[src/rtl/set_controller.sv]
// Edit-and-commit controller for the clock's time/alarm setting modes.
// Preloads a shadow copy on mode entry, edits fields, and strobes a load on exit if changed.
module set_controller (
    input  logic       clock,
    input  logic       reset,
    input  logic       TIMESET_RUN,
    input  logic       ALARMSET_RUN,
    input  logic       SW_SEL,
    input  logic       SW_UP,
    input  logic       TICK,
    input  logic [4:0] cur_hour,
    input  logic [5:0] cur_min,
    input  logic [5:0] cur_sec,
    input  logic [4:0] alarm_hour,
    input  logic [5:0] alarm_min,
    output logic [4:0] EDIT_HOUR,
    output logic [5:0] EDIT_MIN,
    output logic [5:0] EDIT_SEC,
    output logic [1:0] CURSOR,
    output logic       EDITING,
    output logic       BLINK,
    output logic       TIME_LOAD,
    output logic       ALARM_LOAD
);

    typedef enum logic [1:0] {IDLE, EDIT_T, EDIT_A} state_t;

    state_t     state, state_n;
    logic [4:0] hour_q, hour_n;
    logic [5:0] min_q, min_n, sec_q, sec_n;
    logic [1:0] cursor_q, cursor_n;
    logic       blink_q, blink_n;
    logic       dirty_q, dirty_n;
    logic       tload_q, tload_n;
    logic       aload_q, aload_n;
    logic       editing_q;
    logic       sel_prev, up_prev;
    logic       sel_edge, up_edge;

    // ">= limit-1" rather than "== limit-1" so out-of-range preloads also wrap to 0.
    function automatic logic [4:0] inc_hour(input logic [4:0] v);
        return (v >= 5'd23) ? '0 : v + 5'd1;
    endfunction

    function automatic logic [5:0] inc_60(input logic [5:0] v);
        return (v >= 6'd59) ? '0 : v + 6'd1;
    endfunction

    assign sel_edge = SW_SEL & ~sel_prev;
    assign up_edge  = SW_UP & ~up_prev;

    always_comb begin
        state_n  = state;
        hour_n   = hour_q;
        min_n    = min_q;
        sec_n    = sec_q;
        cursor_n = cursor_q;
        blink_n  = blink_q;
        dirty_n  = dirty_q;
        tload_n  = 1'b0;
        aload_n  = 1'b0;
        case (state)
            IDLE: begin
                blink_n = 1'b0;
                if (TIMESET_RUN) begin
                    state_n  = EDIT_T;
                    hour_n   = cur_hour;
                    min_n    = cur_min;
                    sec_n    = cur_sec;
                    cursor_n = '0;
                    dirty_n  = 1'b0;
                    blink_n  = 1'b1;
                end else if (ALARMSET_RUN) begin
                    state_n  = EDIT_A;
                    hour_n   = alarm_hour;
                    min_n    = alarm_min;
                    sec_n    = '0;
                    cursor_n = '0;
                    dirty_n  = 1'b0;
                    blink_n  = 1'b1;
                end
            end
            EDIT_T, EDIT_A: begin
                if ((state == EDIT_T && !TIMESET_RUN) || (state == EDIT_A && !ALARMSET_RUN)) begin
                    // Exit edge: any button edge here is dropped.
                    state_n = IDLE;
                    tload_n = (state == EDIT_T) && dirty_q;
                    aload_n = (state == EDIT_A) && dirty_q;
                    dirty_n = 1'b0;
                    blink_n = 1'b0;
                end else begin
                    if (up_edge) begin
                        dirty_n = 1'b1;
                        case (cursor_q)
                            2'd0:    hour_n = inc_hour(hour_q);
                            2'd1:    min_n  = inc_60(min_q);
                            default: if (state == EDIT_T) sec_n = inc_60(sec_q);
                        endcase
                    end
                    if (sel_edge) begin
                        if (state == EDIT_T)
                            cursor_n = (cursor_q == 2'd2) ? 2'd0 : cursor_q + 2'd1;
                        else
                            cursor_n = (cursor_q == 2'd0) ? 2'd1 : 2'd0;
                    end
                    if (up_edge || sel_edge)
                        blink_n = 1'b1;
                    else if (TICK)
                        blink_n = ~blink_q;
                end
            end
            default: state_n = IDLE;
        endcase
    end

    always_ff @(posedge clock) begin
        if (reset) begin
            state     <= IDLE;
            hour_q    <= '0;
            min_q     <= '0;
            sec_q     <= '0;
            cursor_q  <= '0;
            blink_q   <= 1'b0;
            dirty_q   <= 1'b0;
            tload_q   <= 1'b0;
            aload_q   <= 1'b0;
            editing_q <= 1'b0;
            sel_prev  <= 1'b1;
            up_prev   <= 1'b1;
        end else begin
            state     <= state_n;
            hour_q    <= hour_n;
            min_q     <= min_n;
            sec_q     <= sec_n;
            cursor_q  <= cursor_n;
            blink_q   <= blink_n;
            dirty_q   <= dirty_n;
            tload_q   <= tload_n;
            aload_q   <= aload_n;
            editing_q <= (state_n != IDLE);
            sel_prev  <= SW_SEL;
            up_prev   <= SW_UP;
        end
    end

    assign EDIT_HOUR  = hour_q;
    assign EDIT_MIN   = min_q;
    assign EDIT_SEC   = sec_q;
    assign CURSOR     = cursor_q;
    assign EDITING    = editing_q;
    assign BLINK      = blink_q;
    assign TIME_LOAD  = tload_q;
    assign ALARM_LOAD = aload_q;

endmodule

[config.mk]
export PLATFORM = sky130hd
export DESIGN_NAME = set_controller
export DESIGN_NICKNAME = d
export VERILOG_FILES = /design/src/rtl/set_controller.sv
export SDC_FILE = /design/constraint.sdc
export NUM_CORES = 1
export LEC_CHECK = 0
export CORE_MARGIN = 2
export CORE_UTILIZATION = 48
export CTS_CLUSTER_DIAMETER = 40
export DETAILED_ROUTE_END_ITERATION = 10
export PLACE_DENSITY = 0.81
export SLEW_MARGIN = 10
export SYNTH_ARGS = -nofsm -noshare
export SYNTH_HDL_FRONTEND = slang
export SYNTH_SLANG_ARGS = --single-unit
[constraint.sdc]
create_clock -name clock -period 2.4 [get_ports clock]
set_input_delay 0.48 -clock clock [delete_from_list [all_inputs] [get_ports clock]]
set_output_delay 0.48 -clock clock [all_outputs]
set_load 0.05 [all_outputs]
==> metrics.md, run 1 <==
| Metric | Value |
|---|---|
| Status | `finished clean` |
| Layout cells sized above 1 | `between 10 and 15%` |
| Clock network power share | `19.7%` |
| Mapped Cells | `between 200 and 250` |
| Wirelength, routed | `around 5100 um` |
| Worst slack, placed | `190.0 ps` |
| GRT met3 Usage | `2.961%` |
| DP Wirelength | `3718 um` |
| Unique masters post-synth | `63` |
| Crit Reg-Reg Startpoint | `state[0]$_SDFF_PP0_` |
| Switch share | `40.37%` |
| Worst R2R Setup Slack | `250 ps` |
| Switching Power | `0.7696 mW` |
| Max VDD drop | `0.0003570 V` |
| WL/cell | `about 15 um` |
| Die ar. | `0.004656 mm^2` |
| Compound-Gate Fraction of Synth Area | `32.28%` |
| Die Y | `a little under 70 um` |
| Critical Path Source Type | `flip-flop` |
| Max FO, Critical Path | `17` |
| Setup Total Neg Slack | `0 ps` |
| Residual DRC | `0` |
| Row count | `23` |
| Final setup viols | `0` |
| Cts repair resizes | `0` |
| CTS Hold Bufs | `0` |
| DRT Pass-1 Iters | `4` |
| Pleak | `0.9731 nW` |
| Clock Latency Late Sink | `280 ps` |
| Synth Register Bits | `28` |
| Post-CTS setup buffers | `0` |
| Dpl cell area | `0.002599 mm^2` |
| CTS tree | `yes` |
| Post-route setup slack | `251.2 ps` |
| Setup crit start | `state[0]$_SDFF_PP0_` |
| Area of the multi-input gates | `0.001276 mm^2` |
| Starting Density | `49.87%` |
| Number of synthesized flops with an enable pin | `0` |
| Synth Area in Adders | `between 4 and 5%` |
| Via/cell ratio | `between 5 and 6` |
| Number of buffers added on ports | `57` |
| Core Footprint | `about 0.0040 mm^2` |
| Rel. slew slack | `between 60 and 70%` |
| Sequential area share after synthesis | `28.30%` |
| Syn_area_per_cell | `8.612 um^2` |
| Worst r2r path cells | `6` |
| Initial antenna violation count | `0` |
| Pwr dens | `between 700 and 800 mW/mm^2` |
| Syn_nets | `272` |
| P_int | `1.137 mW` |
| Synthesized area | `0.001981 mm^2` |
| Vias | `about 2000` |
| Top-level port count | `58` |
| Final period util | `89.53%` |
| Largest family of logic cells by synthesized area | `compound AO/OA/AOI/OAI gates` |
| Detail Route Antenna Nets | `0` |
| Comb power frac | `47.4%` |
| Max Cap Violations | `0` |
| Top_reg_cell synth | `dfxtp_1` |
| Total CTS buffers | `3` |
| Setup crit end | `EDIT_HOUR[4]$_SDFFE_PP0P_` |
| Final Max Tran Viols | `0` |
| Crit path arrival time | `2320 ps` |
| First-pass GRT wire length | `8645 um` |
| Achievable Freq | `465.4 MHz` |
| Clk_skew | `6.913 ps` |
| GRT Max-Usage Layer | `met2` |
| Total GRT Usage | `between 20% and 30%` |
| Layout area overhead | `34.93%` |
| Worst setup EP type | `flip-flop` |
| Clk pin slew, worst setup/hold paths | `100 ps` |
| Yosys Warn Count | `0` |
| Asr flop ratio synth | `0%` |
| GR met2 Demand/Resource | `39.68%` |
| Design area | `0.002673 mm^2` |
| Largest net degree at the start of global routing | `18` |
| FF-to-FF End | `EDIT_HOUR[4]$_SDFFE_PP0P_` |
| CP Data Required Time | `2570 ps` |
| Proportion of synthesized area in mux cells | `5.243%` |
| FF+latch area | `560.5 um^2` |
| Hold Vio Cnt, Final | `0` |
| Synth Area in Simple Gates | `21.48%` |
| Xor/xnor cell area share of the yosys netlist | `0.8844%` |
| GPL Wtd Cong | `around 0.89` |
| Global route total overflow | `0` |
| Seq pwr share | `about a third` |
| Clock Tree Buf Depth | `2` |
| Least-Margin Pin Slew | `516.0 ps` |
| Filler instances | `344` |
| Worst Hold Class | `flip-flop to flip-flop` |
| H-Tree Depth | `1` |
| Vias in the first global route | `roughly 1800` |
| Number of antenna diodes | `0` |
| Util after Layout | `67.30%` |
| CTS sink count | `28` |
| RSZ-0062 raised after global routing | `no` |
| CP Class | `flip-flop to flip-flop` |
| Die W | `68.24 um` |
| 1st-iter DRT viols | `172` |
| Root Buffer | `clkbuf_8` |
| Tmin final | `2149 ps` |
| Final nets | `332` |
| Met1 usage | `32.04%` |
==> cell type report <==
type / instances / area share, %
Clock inverter: 1 / 1.124
Multi-Input combinational cell: 177 / 47.75
Tap cell: 50 / 2.341
Timing Repair Buffer: 69 / 24.72
Clock buffer: 3 / 1.545
Inverter: 11 / 1.545
Sequential cell: 28 / 20.97
==> critical path, stage by stage (launching register included) <==
cell and delay (ps):
dfxtp_1 420, inv_1 90, ha_2 510, nand2b_1 150, o31ai_2 370, nand3_1 140
o41ai_1 350
==> power by group through the flow <==
stage	clock network [mW]	logic, mW	registers (mW)
2_1_floorplan	0	0.438	0.823
3_5_place_dp	0	0.895	0.635
4_1_cts	0.387	0.903	0.624
3_3_place_gp	0	0.889	0.632
5_1_grt	0.402	0.984	0.639
6_report	0.376	0.904	0.626
==> placed cells by master, fill, tap and decap left out, drive strengths merged, types with 2 or more instances in the layout <==
cell type and count:
buf 12, nor3 2, a31o 2, mux2 3, a21oi 14, mux2i 7, o31ai 3, a31oi 6
nor2 13, nand4b 2, dfxtp 28, ha 7, clkbuf 3, o211ai 3, nor2b 6, and2 3
clkdlybuf4s50 57, a211oi 14, nand2 13, o41ai 2, inv 10, o221a 2, nand2b 7, o2111a 2
o32ai 3, a32o 5, a21o 3, o221ai 2, a41oi 2, nand3 11, and3 3, nand4 6
o2111ai 2, a2bb2oi 3, xor2 2, or2 6, o21ai 7
==> sequential cells by signal (all words and copies together) (netlist names), 2 cells and up <==
| name | flops |
|---|---|
| EDIT_MIN | 6 |
| CURSOR | 2 |
| EDIT_HOUR | 5 |
| state | 2 |
| EDIT_SEC | 6 |
==> per-stage QoR <==
step | instances | power [mW] | hold WS [ps]
2_1_floorplan | 230 | 1.261 | 494.5
3_3_place_gp | 335 | 1.520 | 518.1
3_5_place_dp | 335 | 1.530 | 520.9
4_1_cts | 339 | 1.914 | 543.3
5_1_grt | 339 | 2.024 | 565.8
6_report | 339 | 1.907 | 542.8
==> synth_stat cells (4+ instances only) <==
cell,n,area (um^2)
a211oi_1,13,97.59
a21oi_1,14,70.07
a31oi_1,6,37.54
a32o_1,5,50.05
buf_6,4,45.04
clkbuf_1,4,15.01
dfxtp_1,28,560.5
ha_1,7,87.58
inv_1,9,33.78
mux2i_1,7,70.07
nand2_1,13,48.80
nand2b_1,7,43.79
nand3_1,10,50.05
nand4_1,6,37.54
nor2_1,13,48.80
nor2b_1,6,37.54
o21ai_0,5,25.02
or2_2,4,25.02
==> layer usage <==
layer | vias to the layer above | share of wire [%] | routed length [um]
li1 | 1001 | - | -
met1 | 955 | 44 | 2237
met2 | 58 | 50 | 2552
met3 | 2 | 6.3 | 323
met4 | 0 | 0.53 | 27
met5 | - | 0 | 0
==> kinds of logic (layout without fill, tap and decap cells) <==
group,count (synthesis),count (layout)
AND/OR/NAND/NOR,75,75
flip-flops,28,28
multiplexers,10,10
buffers and inverters,25,84
XOR/XNOR,2,2
adder cells (fa/ha/maj),7,7
AO/OA/AOI/OAI,83,83
==> worst min path at each step <==
| stage | start | endpoint | slack [ps] | cells past startpoint |
|---|---|---|---|---|
| after floorplan | dirty_q$_SDFFE_PP0P_ | dirty_q$_SDFFE_PP0P_ | 490 | 2 |
| after global placement | dirty_q$_SDFFE_PP0P_ | dirty_q$_SDFFE_PP0P_ | 520 | 2 |
| after detailed placement | CURSOR[1]$_SDFFE_PP0P_ | CURSOR[1]$_SDFFE_PP0P_ | 520 | 2 |
| after CTS | CURSOR[1]$_SDFFE_PP0P_ | CURSOR[1]$_SDFFE_PP0P_ | 540 | 2 |
| after global routing | dirty_q$_SDFFE_PP0P_ | dirty_q$_SDFFE_PP0P_ | 570 | 2 |
| final | CURSOR[1]$_SDFFE_PP0P_ | CURSOR[1]$_SDFFE_PP0P_ | 540 | 2 |
(Power assumes the default switching activity.)
==> run 2: changes to the inputs <==
==> constraint.sdc (replaced) <==
create_clock -name clock -period 2.4 [get_ports clock]
set_input_delay 0.48 -clock clock [delete_from_list [all_inputs] [get_ports clock]]
set_output_delay 0.48 -clock clock [all_outputs]
set_load 0.01 [all_outputs]
==> results of run 2 <==
Same layout as run 1 (identical final DEF). Status: finished clean.
Main changes from that run: total power 1.907 mW -> 1.726 mW; worst IR drop on VDD 0.0003570 V -> 0.0003495 V
==> run 3: changes to the inputs <==
--- a/config.mk
+++ b/config.mk
@@ -6,10 +6,12 @@
 export NUM_CORES = 1
 export LEC_CHECK = 0
 export CORE_MARGIN = 2
-export CORE_UTILIZATION = 48
+export CORE_UTILIZATION = 49
+export CTS_BUF_LIST = sky130_fd_sc_hd__clkbuf_2
 export CTS_CLUSTER_DIAMETER = 40
+export CTS_CLUSTER_SIZE = 24
 export DETAILED_ROUTE_END_ITERATION = 10
-export PLACE_DENSITY = 0.81
+export PLACE_DENSITY_LB_ADDON = 0.2
 export SLEW_MARGIN = 10
 export SYNTH_ARGS = -nofsm -noshare
 export SYNTH_HDL_FRONTEND = slang
==> run 3 against run 2 <==
Setup slack gained 17 ps. Largest power group unchanged. Fmax grew 0.81%. Critical endpoint unchanged. Non-clock buffer count shrank 1. Via count shrank 2.3%. Clock skew grew 12 ps. Highest routed layer unchanged. Design area shrank 1.3%. Cell count shrank 0.29%. Register-to-register slack gained 20 ps. Largest cell class unchanged.
==> metrics.md, run 3 (synthesized netlist as in run 1, its figures left out) <==
| Metric | Value |
|---|---|
| Status | `finished clean (unchanged)` |
| Die W | `67.58 um (was 68.24 um)` |
| Final Max Tran Viols | `0 (unchanged)` |
| Max VDD drop | `0.0003125 V (was 0.0003495 V)` |
| Commonest non-fill, non-tap cells in the layout | `clkdlybuf4s50_1 (57), dfxtp_1 (28), a21oi_1 (14) (unchanged)` |
| Crit Reg-Reg Startpoint | `state[0]$_SDFF_PP0_ (unchanged)` |
| Clock Tree Buf Depth | `2 (unchanged)` |
| Vias in the first global route | `1768 (was 1824)` |
| Tmin final | `2131 ps (was 2149 ps)` |
| Core Footprint | `0.003943 mm^2 (was 0.003971 mm^2)` |
| H-Tree Depth | `1 (unchanged)` |
| Hold path depth | `2 (unchanged)` |
| Die ar. | `0.004566 mm^2 (was 0.004656 mm^2)` |
| Total CTS buffers | `3 (unchanged)` |
| Root Buffer | `clkbuf_2 (was clkbuf_8)` |
| Post-CTS setup buffers | `0 (unchanged)` |
| Layout cells sized above 1 | `12.50% (was 12.80%)` |
| Dpl cell area | `0.002591 mm^2 (was 0.002599 mm^2)` |
| WL/cell | `14.62 um (was 15.17 um)` |
| Filler instances | `330 (was 344)` |
| Final nets | `331 (was 332)` |
| Die Y | `67.58 um (was 68.24 um)` |
| GPL Wtd Cong | `0.8905 (was 0.8899)` |
| Detail Route Antenna Nets | `0 (unchanged)` |
| Worst r2r path cells | `6 (unchanged)` |
| Total GRT Usage | `22.52% (was 23.85%)` |
| FF-to-FF End | `EDIT_HOUR[4]$_SDFFE_PP0P_ (unchanged)` |
| Worst R2R Setup Slack | `270 ps (was 250 ps)` |
| Clk pin slew, worst setup/hold paths | `280 ps (was 100 ps)` |
| Row count | `23 (unchanged)` |
| Residual DRC | `0 (unchanged)` |
| RSZ-0062 raised after global routing | `no (unchanged)` |
| Total power | `1.634 mW (was 1.726 mW)` |
| Hold Vio Cnt, Final | `0 (unchanged)` |
| Worst Hold Class | `flip-flop to flip-flop (unchanged)` |
| Crit-path cells | `inv_1 > ha_2 > nand2b_1 > o31ai_2 > nand3_1 > o41ai_1 (unchanged)` |
| DP Wirelength | `3673 um (was 3718 um)` |
| Vias | `1970 (was 2016)` |
| Number of buffers added on ports | `57 (unchanged)` |
| Critical Path Source Type | `flip-flop (unchanged)` |
| First-pass GRT wire length | `8073 um (was 8645 um)` |
| Top-level port count | `58 (unchanged)` |
| Largest net degree at the start of global routing | `21 (was 18)` |
| Rel. slew slack | `67.37% (was 71.90%)` |
| Max stage delay on crit path | `480 ps (was 510 ps)` |
| CP Class | `flip-flop to flip-flop (unchanged)` |
| Initial antenna violation count | `0 (unchanged)` |
| Global route total overflow | `0 (unchanged)` |
| Met2 wire len | `2371 um (was 2552 um)` |
| Worst hold path endpoint | `CURSOR[1]$_SDFFE_PP0P_ (unchanged)` |
| CTS sink count | `28 (unchanged)` |
| Final period util | `88.81% (was 89.53%)` |
| Layout area overhead | `33.23% (was 34.93%)` |
| Design area | `0.002639 mm^2 (was 0.002673 mm^2)` |
| Max FO, Critical Path | `14 (was 17)` |
| Clock Latency Late Sink | `380 ps (was 280 ps)` |
| CP delay by family, top | `compound AO/OA/AOI/OAI gates (unchanged)` |
| Crit path arrival time | `2410 ps (was 2320 ps)` |
| CP Data Required Time | `2680 ps (was 2570 ps)` |
| Slowest CP cell | `dfxtp_1 (was ha_2)` |
| Number of antenna diodes | `0 (unchanged)` |
| Least-Margin Pin Slew | `486.1 ps (was 418.3 ps)` |
| Max Cap Violations | `0 (unchanged)` |
| Commonest non-fill, non-tap cell in the layout | `clkdlybuf4s50_1 (unchanged)` |
| Hold Startpoint | `CURSOR[1]$_SDFFE_PP0P_ (unchanged)` |
| DRT Pass-1 Iters | `4 (unchanged)` |
| Setup Total Neg Slack | `0 ps (unchanged)` |
| Clk_skew | `19.28 ps (was 6.913 ps)` |
| Worst setup EP type | `flip-flop (unchanged)` |
| Via/cell ratio | `5.828 (was 5.947)` |
| Met3 wire len | `277 um (was 323 um)` |
| CTS tree | `yes (unchanged)` |
| Final setup viols | `0 (unchanged)` |
| Pleak | `0.9600 nW (was 0.9731 nW)` |
| Starting Density | `50.24% (was 49.87%)` |
| DR top layer | `met4 (unchanged)` |
| Wirelength, routed | `4940 um (was 5141 um)` |
| Achievable Freq | `469.2 MHz (was 465.4 MHz)` |
| Pwr dens | `619.1 mW/mm^2 (was 645.9 mW/mm^2)` |
| WP buf/inv | `1 (unchanged)` |
| Met1 Wirelength | `2266 um (was 2237 um)` |
| 1st-iter DRT viols | `194 (was 172)` |
-- run 3: changes by cell type in the layout (fill, tap and decap cells not counted), sizes merged --
cell / change
buf: -1
-- run 3: layout make-up --
type	count	area, um^2	area share (%)
Clock inverter	1	30.03	1.138
Inverter	11	41.29	1.565
Clock buffer	3	15.01	0.5690
Timing Repair Buffer	68	653.1	24.75
Tap cell	50	62.56	2.371
Sequential cell	28	560.5	21.24
Multi-Input combinational cell	177	1276	48.36
-- run 3: how the worst max path moves through the flow --
stage,end,cells after the start,slack (ps),start
2_1_floorplan,EDIT_SEC[1]$_SDFFE_PP0P_,7,630,state[0]$_SDFF_PP0_
3_3_place_gp,EDIT_MIN[2]$_SDFFE_PP0P_,5,240,TIMESET_RUN
3_5_place_dp,EDIT_HOUR[4]$_SDFFE_PP0P_,5,190,TIMESET_RUN
4_1_cts,EDIT_HOUR[4]$_SDFFE_PP0P_,7,120,state[0]$_SDFF_PP0_
5_1_grt,EDIT_HOUR[4]$_SDFFE_PP0P_,6,60,state[0]$_SDFF_PP0_
6_report,EDIT_HOUR[4]$_SDFFE_PP0P_,6,270,state[0]$_SDFF_PP0_
-- run 3: tightest hold or removal path, stage by stage (launching register included) --
cell	delay, ps
dfxtp_1	400
o31ai_1	70
a21oi_1	50
-- run 3: per-layer routing --
metal / vias to the layer above / track usage, %
li1: 999 / -
met1: 910 / 31.24
met2: 59 / 37.50
met3: 2 / 3.000
met4: 0 / 3.827
met5: - / 0
-- run 3: where the power goes --
group	switching [mW]	internal, mW
Combinational	0.340	0.380
Clock	0.144	0.143
Sequential	0.0937	0.533
-- run 3: stage by stage --
stage                     cells  util (%)  setup WS (ps)  hold WS [ps]
after floorplan             230         -          632.2         494.5
after global placement      334     65.73          236.2         504.4
after detailed placement    334     65.73          189.5         513.0
after CTS                   338     66.87          121.0         541.8
after global routing        338     66.93          55.33         567.6
final                       338     66.93          268.5         534.5
-- run 3: what timing repair did --
action	4_1_cts	5_1_grt
hold buffers	0	0
gates resized for setup	0	2
setup endpoints to repair	0	2
==> patch: new RTL, settings of run 3 <==
Make the reset (`reset`) asynchronous in one clocked block.
--- a/src/rtl/set_controller.sv
+++ b/src/rtl/set_controller.sv
@@ -115,3 +115,3 @@
 
-    always_ff @(posedge clock) begin
+    always_ff @(posedge clock or posedge reset) begin
         if (reset) begin
Function: differs if reset is asserted again (counterexample within 4 cycles, from zero or initial values and one cycle with reset high); with reset held inactive, the same outputs for 10 cycles.
==> patch against run 3 <==
Wire length fell by 6.7%; area after synthesis did not move; die area did not move; worst setup slack got worse by 0.029 ns; maximum frequency fell by 1.3%; design area rose by 0.95%; first-iteration DRC count fell by 31%; sequential cell count did not move.
Power is not compared: it rests on default switching activity, and its combinational part moved more than twofold at a synthesized area within 25%.
==> patch: results (changes against run 3) <==
Yosys
  – Post-synth ARST share: 100% (+100 points)
  – Syn_nets: 256 (-5.9%)
  – Ys flop type: dfrtp_1
  – Synth top area cells: dfrtp_1 33%, mux2i_1 4.5%, ha_1 4.4%
  – Post-synth top cells: 26 x dfrtp_1, 17 x nand2_1, 15 x nor2_1
  – Synth unique cells: 53 (-16%)
  – Seq/Total Area, Yosys: 35.5% (+7.2 points)

GRT
  – Overall track demand over capacity in global routing: 22.2% (-0.37 points)
  – Number of global-route vias before repair: 1756 (-0.68%)
  – First-pass GRT wire length: 7930 um (-1.8%)
  – Largest net degree at the start of global routing: 29 (+38%)

Worst setup path
  – CP max stage cell: dfrtp_1
  – Critical Path Fanout Max: 25 (+11)
  – FF-to-FF Start: state[0]
  – CP top delay family: buffers and inverters
  – Worst R2R Path Depth: 8 (+2)
  – Reg2Reg Setup Slack: 0.24 ns (-0.03 ns)
  – Worst reg2reg endpoint: EDIT_HOUR[4]

Detailed routing
  – Avg WL per Cell: 14.0 um (-3.9%)
  – Vias per inst: 5.75 (-1.4%)

Place
  – Placer Congestion: 0.839 (-5.7%)
  – DP Wirelength: 3520 um (-4.2%)
  – Placement-stage cell area: 2650 sq um (+2.1%)

Timing
  – Setup Skew: 0.00350 ns (-0.0158 ns)
  – Slew Limit Headroom: 61.1% (-6.3 points)

Cells and area
  – Synthesis-to-layout area growth: 34.5%
  – Layout cells sized above 1: 10.4% (-2.1 points)
  – Nets@finish: 321 (-3.0%)

Hold path
  – Type of the worst min-delay path: primary input to async pin

Status
  – Status: complete, no violations

Clock tree
  – Clock Pin Slew Worst Setup and Hold Paths: 0.26 ns (-0.02 ns)
==> patch: cell types whose count changed in the layout (fill, tap and decap cells not counted), sizes merged, moves of 4 or more <==
| cell | before | now |
|---|---|---|
| dfxtp | 28 | 0 |
| a31oi | 6 | 2 |
| o22ai | 1 | 5 |
| dfrtp | 0 | 26 |
| o21ai | 7 | 11 |
| a211oi | 14 | 3 |
| nand4 | 6 | 2 |
| a21oi | 14 | 10 |
| nand2 | 13 | 17 |
| mux2 | 3 | 7 |
| or2 | 6 | 2 |
==> patch: how the worst min path moves through the flow <==
stage,startpoint,end,slack [ns],depth (start not counted)
global placement,dirty_q,dirty_q,0.52,2
global route,SW_SEL,sel_prev,0.46,1
detailed placement,dirty_q,TIME_LOAD,0.51,2
CTS,reset,EDIT_MIN[1],0.44,3
floorplan,SW_SEL,sel_prev,0.48,0
finish,reset,EDIT_SEC[5],0.44,3
==> patch: layer usage <==
layer | GRT usage, % | vias to the layer above | part of all wire, %
met5 | 0 | - | 0
met4 | 5.36 | 0 | 0.87
met3 | 2.33 | 4 | 5.1
met2 | 37.5 | 58 | 47
met1 | 30.2 | 881 | 47
li1 | - | 942 | -
==> patch: where the power goes <==
part	switching (W)	total, W	internal, W
logic	0.00115	0.00230	0.00116
registers	0.000248	0.000912	0.000664
clock network	0.000141	0.000177	0.0000362
total	0.00153	0.00339	0.00186
==> patch: stage by stage <==
stage	total power, W	hold WS [ns]	utilization (%)	setup WS, ns	instances
3_3_place_gp	0.00319	0.522	67.1	0.199	324
6_report	0.00339	0.439	67.6	0.239	328
4_1_cts	0.00340	0.442	67.6	0.217	328
5_1_grt	0.00369	0.462	67.6	0.0586	328
3_5_place_dp	0.00321	0.511	67.1	0.143	324
2_1_floorplan	0.00242	0.484	-	0.460	214
==> patch: layout make-up <==
cell class                 count  area [sq um]
fill                         331          1280
multi-input combinational    168          1190
sequential                    28           703
timing repair buffer          68           653
tap                           50          62.6
inverter                      10          37.5
clock buffer                   3          15.0
clock inverter                 1          3.75
==> patch: kinds of logic after synthesis <==
family / share of synthesized area [%]
AND/OR/NAND/NOR: 20.9
AO/OA/AOI/OAI: 25.3
flip-flops: 35.5
buffers and inverters: 4.48
multiplexers: 8.91
adder cells (fa/ha/maj): 4.93
==> patch: worst reg2reg max path, stage by stage (launching register included) <==
cell	delay [ns]
dfrtp_1	0.48
inv_1	0.08
ha_1	0.43
buf_4	0.18
buf_4	0.25
o21ai_0	0.20
o22ai_1	0.17
nor3b_1	0.19
o32ai_1	0.11
